--- config.mk ---
export PLATFORM = sky130hd
export DESIGN_NAME = alu_share_arbiter
export DESIGN_NICKNAME = d
export VERILOG_FILES = /design/src/rtl/alu_share_arbiter.sv
export SDC_FILE = /design/constraint.sdc
export NUM_CORES = 1
export LEC_CHECK = 0
export ABC_AREA = 1
export BUFFER_PORTS_ARGS = -buffer_cell sky130_fd_sc_hd__buf_2
export CORE_MARGIN = 3
export CORE_UTILIZATION = 58
export DETAILED_ROUTE_END_ITERATION = 8
export GPL_ROUTABILITY_DRIVEN = 0
export GPL_TIMING_DRIVEN = 1
export PLACE_DENSITY = 0.84
export SLEW_MARGIN = 20
export SYNTH_ARGS = -nofsm -noshare
export SYNTH_HDL_FRONTEND = slang
export SYNTH_SLANG_ARGS = --single-unit
--- constraint.sdc ---
create_clock -name clk -period 4.4 [get_ports clk]
set_input_delay 0.22 -clock clk [delete_from_list [all_inputs] [get_ports clk]]
set_output_delay 0.22 -clock clk [all_outputs]
set_load 0.05 [all_outputs]
--- src/rtl/alu_share_arbiter.sv ---
// Round-robin share of one ALU between two requesters with a single registered response stage.
// Optional overflow output is built when ALU_SHARE_ARBITER_OVF_EN is defined.
module alu_share_arbiter #(
  parameter int unsigned WIDTH = 32,
  parameter int unsigned TAG_W = 4
) (
  input  logic             clk,
  input  logic             rst_n,
  input  logic             req0_valid,
  output logic             req0_ready,
  input  logic [WIDTH-1:0] req0_a,
  input  logic [WIDTH-1:0] req0_b,
  input  logic [3:0]       req0_ctrl,
  input  logic [TAG_W-1:0] req0_tag,
  input  logic             req1_valid,
  output logic             req1_ready,
  input  logic [WIDTH-1:0] req1_a,
  input  logic [WIDTH-1:0] req1_b,
  input  logic [3:0]       req1_ctrl,
  input  logic [TAG_W-1:0] req1_tag,
  output logic             rsp_valid,
  input  logic             rsp_ready,
  output logic [WIDTH-1:0] rsp_result,
  output logic             rsp_zero,
  output logic             rsp_id,
  output logic [TAG_W-1:0] rsp_tag,
  output logic             rsp_illegal
`ifdef ALU_SHARE_ARBITER_OVF_EN
  ,
  output logic             rsp_overflow
`endif
);

  typedef enum logic {StEmpty, StFull} state_e;

  state_e             state_q, state_d;
  logic [WIDTH-1:0]   result_q, result_d;
  logic               zero_q, zero_d;
  logic               id_q, id_d;
  logic [TAG_W-1:0]   tag_q, tag_d;
  logic               illegal_q, illegal_d;
  logic               last_grant_q, last_grant_d;

  logic               can_accept, grant0, grant1, xfer0, xfer1;
  logic [WIDTH-1:0]   op_a, op_b, alu_res;
  logic [3:0]         op_ctrl;
  logic               alu_illegal;

`ifdef ALU_SHARE_ARBITER_OVF_EN
  logic ovf_q, ovf_d, alu_ovf;
`endif

  // Port that did not win last time takes a tie.
  assign can_accept = (state_q == StEmpty) || rsp_ready;
  assign grant0     = req0_valid && (!req1_valid || last_grant_q);
  assign grant1     = req1_valid && (!req0_valid || !last_grant_q);
  assign req0_ready = grant0 && can_accept && rst_n;
  assign req1_ready = grant1 && can_accept && rst_n;
  assign xfer0      = req0_valid && req0_ready;
  assign xfer1      = req1_valid && req1_ready;

  assign op_a    = xfer1 ? req1_a    : req0_a;
  assign op_b    = xfer1 ? req1_b    : req0_b;
  assign op_ctrl = xfer1 ? req1_ctrl : req0_ctrl;

  always_comb begin
    alu_res     = '0;
    alu_illegal = 1'b0;
    unique case (op_ctrl)
      4'b0010: alu_res = op_a + op_b;
      4'b0110: alu_res = op_a - op_b;
      4'b0000: alu_res = op_a & op_b;
      4'b0001: alu_res = op_a | op_b;
      4'b0111: alu_res = {{(WIDTH-1){1'b0}}, ($signed(op_a) < $signed(op_b))};
      default: alu_illegal = 1'b1;
    endcase
  end

`ifdef ALU_SHARE_ARBITER_OVF_EN
  always_comb begin
    alu_ovf = 1'b0;
    if (op_ctrl == 4'b0010) begin
      alu_ovf = (op_a[WIDTH-1] == op_b[WIDTH-1]) && (alu_res[WIDTH-1] != op_a[WIDTH-1]);
    end else if (op_ctrl == 4'b0110) begin
      alu_ovf = (op_a[WIDTH-1] != op_b[WIDTH-1]) && (alu_res[WIDTH-1] != op_a[WIDTH-1]);
    end
  end
`endif

  always_comb begin
    state_d      = state_q;
    result_d     = result_q;
    zero_d       = zero_q;
    id_d         = id_q;
    tag_d        = tag_q;
    illegal_d    = illegal_q;
    last_grant_d = last_grant_q;
`ifdef ALU_SHARE_ARBITER_OVF_EN
    ovf_d        = ovf_q;
`endif
    if (xfer0 || xfer1) begin
      state_d      = StFull;
      result_d     = alu_res;
      zero_d       = (alu_res == '0);
      id_d         = xfer1;
      tag_d        = xfer1 ? req1_tag : req0_tag;
      illegal_d    = alu_illegal;
      last_grant_d = xfer1;
`ifdef ALU_SHARE_ARBITER_OVF_EN
      ovf_d        = alu_ovf;
`endif
    end else if ((state_q == StFull) && rsp_ready) begin
      state_d = StEmpty;
    end
  end

  always_ff @(posedge clk or negedge rst_n) begin
    if (!rst_n) begin
      state_q      <= StEmpty;
      result_q     <= '0;
      zero_q       <= 1'b0;
      id_q         <= 1'b0;
      tag_q        <= '0;
      illegal_q    <= 1'b0;
      last_grant_q <= 1'b1;
`ifdef ALU_SHARE_ARBITER_OVF_EN
      ovf_q        <= 1'b0;
`endif
    end else begin
      state_q      <= state_d;
      result_q     <= result_d;
      zero_q       <= zero_d;
      id_q         <= id_d;
      tag_q        <= tag_d;
      illegal_q    <= illegal_d;
      last_grant_q <= last_grant_d;
`ifdef ALU_SHARE_ARBITER_OVF_EN
      ovf_q        <= ovf_d;
`endif
    end
  end

  assign rsp_valid   = (state_q == StFull);
  assign rsp_result  = result_q;
  assign rsp_zero    = zero_q;
  assign rsp_id      = id_q;
  assign rsp_tag     = tag_q;
  assign rsp_illegal = illegal_q;
`ifdef ALU_SHARE_ARBITER_OVF_EN
  assign rsp_overflow = ovf_q;
`endif

endmodule
* After elaboration in Yosys (flattened, before gate mapping)
Cells that the tools add are included.
** Operators by class
- Add/subtract/negate cells :: 2
- $lt $le $gt $ge :: 1
- Equal/unequal tests :: 4
- Mux-type cells :: 8
- Bitwise gates (word level) :: 3
- Reduce and logical (&&, ||, !) cells :: 20
** Operator list (count)
- 32-bit case mux with 5 select lines :: 1
- 32-bit 2-to-1 mux :: 2
- 32-bit adder :: 1
- 32-bit bitwise AND :: 1
- 32-bit zero test :: 1
- 32-bit < comparator :: 1
- 32-bit OR :: 1
- 32-bit subtractor :: 1
- 1-bit logical AND :: 9
- 4-bit by 3-bit equality test with 1-bit output, second input constant :: 2
- 4-bit 2-to-1 mux :: 2
- 5-bit OR reduction :: 1
- 4-bit by 1-bit equality test with 1-bit output, second input constant :: 1
- 4-bit by 2-bit equality test with 1-bit output, second input constant :: 1
- 4-bit zero test :: 1
- 1-bit logical OR :: 4
- 1-bit zero test :: 3
- 1-bit 2-to-1 mux :: 3
- 2-bit nonzero test :: 1
- 1-bit inverter :: 1
** Word-level totals
- Register bits :: 41
- Bits of input ports :: 149
- Word-level logic and storage cells :: 45

* Depth between registers and ports, before layout
- Word-level depth :: 10
- Depth in mapped cells :: 29
- Mapped depth without buffers :: 25

* Worst setup path after synthesis
Ideal clock, no wire load.
- Path type :: register to register
- Start :: register state_q (netlist: rsp_valid)
- End :: register zero_q (netlist: rsp_zero)
- Library setup time :: 66 ps
- Arrival time :: 3702 ps
- Data required time :: 4334 ps
- Slack :: 632 ps
- Stages on the path, launching flop included :: 25
- Period minus slack after synthesis :: 3768 ps
- Path through :: dfrtp_1 > nand2_4 > nand3_4 > buf_6 > clkbuf_1 > clkbuf_1 > nand2_1 > o21ai_0 > ha_1 > inv_1 > fa_1 > inv_1 > nand3_1 > nand3_1 > nand3_1 > nand2_1 > xor2_1 > nor2_1 > nor2_1 > nand2_1 > nor2_1 > nand2_1 > nor2_1 > nand4_1 > nand2_1
** On the way
- Cells in the longest elaborated chain, start to end :: 9
** RTL lines
- start, declared :: line 36 : state_e state_q, state_d;
- start signal, assigned :: line 119 : state_q <= StEmpty;
- start signal, assigned :: line 130 : state_q <= state_d;
- 1-bit inverter * :: line 54 : assign can_accept = (state_q == StEmpty) || rsp_ready;
- 1-bit logical OR * :: line 54
- 1-bit logical AND (2 in series) :: line 58 : assign req1_ready = grant1 && can_accept && rst_n;
- 1-bit logical AND :: line 60 : assign xfer1 = req1_valid && req1_ready;
- 32-bit 2-to-1 mux, or another cell as far along :: line 62 : assign op_a = xfer1 ? req1_a : req0_a;
- 32-bit subtractor, or another cell as far along :: line 71 : 4'b0110: alu_res = op_a - op_b;
- 32-bit case mux with 5 select lines :: line 69 : unique case (op_ctrl)
- 32-bit zero test :: line 104 : zero_d = (alu_res == '0);
- end signal, assigned :: line 132 : zero_q <= zero_d;
- end, declared :: line 38 : logic zero_q, zero_d;
Mark *: on every way between the ends. The rest lies on a longest branch, timed or not.
A chain may end at the register's enable or synchronous reset.

* Worst setup path in the final report
Ends and elaborated chain as after synthesis.

==> impl_metrics.ini <==
[power]
p_leak_uw = 0.006662
power.density_nw_per_um2 = 312.5
vdd_ir_drop_max_mv = 0.2427
power_frac_comb_pct = 73.0
intPower_uw = 1332
switchingPower_uw = 1913
p_clk_share_pct = 10.7
total_power_uw = 3245
sw_frac_of_total_pct = 58.96
p_seq_share_pct = 16.3

[die]
dieWidth_um = 132.6
io_pins = 191
core_um2 = 15430
initial_core_util_pct = 60.21
rows = 45
die_h_um = 132.6
die-area_um2 = 17570

[setup_path]
cp_data_required_time_ps = 4620
crit_chain = nand2_4 -> nand3_4 -> buf_12 -> o21ai_0 -> ha_2 -> nor2_1 -> nand2_1 -> nor2_1 -> nand3_1 -> nand3_1 -> nand2_1 -> nand3_1 -> nand3_1 -> nor2_1 -> nand2_1 -> nor2_1 -> nand4_1 -> nand2_1
worst_setup_path_start_kind = flip-flop
arrival_ps = 4430
timing.rr.start = rsp_valid
r2r_setup_slack_ps = 190
path_max_fanout = 79
worstRegToRegCells = 18
critPathMaxStageDelay_ps = 570
slowest_stage = o21ai_0
endpoint_kind = flip-flop
critPathKind = reg -> reg
r2r-end = rsp_zero

[synth]
synth_edf_count = 0
ys_ff_latch = 41
ys.warnings.count = 0
post-synth-top-area-cell = nand2_1
synthArstFlopShare_pct = 100.0
yosysMostFrequentCell = nand2_1
syn_nets = 2016
synth_area_um2 = 9289
yosys-top-cells-area = nand2_1, inv_1, ha_1, dfrtp_1, nand3_1
ys_seq_area_share_pct = 11.06
syn_area_per_cell_um2 = 5.272
syn_inst = 1762
synth_commonest_cells = nand2_1, inv_1, nor2_1
synth_flop_cell = dfrtp_1
yosysTopAreaCellShare_pct = 24.73
synth.distinct_cells = 37

[outcome]
status = finished clean

[timing]
slew_viol_final = 0
rsz0062_at_grt = no
tightest_slew_ps = 1101
fmax_ghz = 0.2376
finalCritPeriodShare_pct = 95.64
tns_ps = 0
min_period_ps = 4208
timing.final.hold_violations = 0
slew_headroom_pct = 26.54
finalSetupViolCount = 0
finClkSkew_ps = 7.775

[cells_and_area]
n_antenna_cell = 0
syn2layout_area_growth_pct = 11.80
nets = 2163
layout-drive-gt1-share_pct = 12.25
stdcell_count = 2121

[grt]
overflow = 0
grt_pass1_wl_um = 49740
antenna_found_initial = 0
grt_pass1_vias = 10290
grt_usage_pct = 34.08
grt_max_degree = 80

[cts]
clockBufferDepth = 2
cts_made_buffers = 5
ctsHoldBuffers = 0
cts_setup_buffers = 0
clk_pin_slew_worst_paths_ps = 60
cts_root_buffer = clkbuf_16
cts_max_level = 2
cts_tree = built
clk-insertion-delay-late_ps = 280
cts.sink_count = 41

[place]
hpwl_um = 25870
io_buffers = 190
dpl.cell_count = 2113

[route]
drc = 0
wire_per_inst_um = 14.82
drt-initial-drc-count = 1684
wl_um = 31440
vias = 11570
avgViaCountPerCell = 5.455
ant_nets = 0
dr.pass1.iters = 8

[run]
drv_cap = 0

[min_path]
worstHoldPathType = in -> async
[power by group through the flow]
stage | sequential (uW) | combinational (uW) | clock [uW]
2_1_floorplan | 845 | 1370 | 0
3_3_place_gp | 531 | 2230 | 0
3_5_place_dp | 534 | 2270 | 0
4_1_cts | 529 | 2290 | 346
5_1_grt | 540 | 2590 | 360
6_report | 530 | 2370 | 347
[timing repair]
item | 4_1_cts | 5_1_grt
gates resized for setup | 0 | 1
endpoints found under the hold margin | 0 | 0
setup endpoints to repair | 0 | 1
[cell usage in the layout (no fill, tap or decap), types with 3 or more instances in the layout]
master and n:
nand4_1 28, buf_2 190, o21ai_1 5, nor2_1 148
nor2_2 4, ha_1 102, nor2_4 3, nand3_1 138
buf_4 4, nand2_1 612, inv_2 3, dfrtp_1 40
clkbuf_16 5, xor2_1 8, nand2_2 10, o21bai_1 9
inv_1 368, nand3b_1 16, nor3_1 13, a21oi_1 56
nand2_4 3, o22ai_1 7, o21ai_0 110, or2_2 6
[worst max-delay path: cells and delay by family (launching register included)]
family	cells	cell delay [ps]
buffers and inverters	1	250
AO/OA/AOI/OAI	1	570
AND/OR/NAND/NOR	15	2400
flip-flops	1	400
adder cells (fa/ha/maj)	1	470
[cell type report]
class | count | area, um2
Fill cell | 1572 | 5042
Inverter | 374 | 1405
Sequential cell | 41 | 1027
Clock inverter | 1 | 5.005
Multi-Input combinational cell | 1292 | 6550
Clock buffer | 7 | 132.6
Tap cell | 211 | 264.0
Timing Repair Buffer | 195 | 1001
[worst max path at each step]
stage | start | to | slack (ps) | cells after the start
2_1_floorplan | rsp_valid | rsp_zero | 630 | 24
3_3_place_gp | last_grant_q | rsp_zero | 440 | 21
3_5_place_dp | last_grant_q | rsp_zero | 410 | 21
4_1_cts | last_grant_q | rsp_zero | 370 | 21
5_1_grt | last_grant_q | rsp_zero | 20 | 19
6_report | rsp_valid | rsp_zero | 190 | 18
[cells by family (layout without fill, tap and decap cells)]
| logic type | after synthesis | in the layout | synth area share [%] |
|---|---|---|---|
| adder cells (fa/ha/maj) | 105 | 105 | 14.31 |
| buffers and inverters | 429 | 577 | 18.48 |
| XOR/XNOR | 8 | 8 | 0.7543 |
| AO/OA/AOI/OAI | 191 | 191 | 10.71 |
| flip-flops | 41 | 41 | 11.06 |
| AND/OR/NAND/NOR | 988 | 988 | 44.69 |
[per-layer routing]
metal | track usage, % | vias to the layer above | wire [um]
met2 | 54.25 | 837 | 13200
met1 | 45.21 | 4933 | 12150
met5 | 0 | - | 16
met4 | 12.99 | 2 | 1434
met3 | 7.490 | 140 | 4636
li1 | - | 5659 | -
[per-stage QoR]
stage | setup slack, ps | hold WS (ps) | cell area (um2) | utilization [%]
floorplan | 631.8 | -75.59 | 9289 | -
global placement | 440.2 | 388.8 | 10240 | 66.41
detailed placement | 410.7 | 396.7 | 10240 | 66.41
CTS | 366.0 | 101.3 | 10380 | 67.30
global route | 24.67 | 117.0 | 10390 | 67.32
finish | 191.7 | 70.14 | 10390 | 67.32
[sequential cells by signal, indices dropped and copies added (netlist names)]
register	flops
rsp_id	1
rsp_valid	1
rsp_tag	4
rsp_illegal	1
rsp_zero	1
last_grant_q	1
rsp_result	32
(Power assumes the default switching activity.)
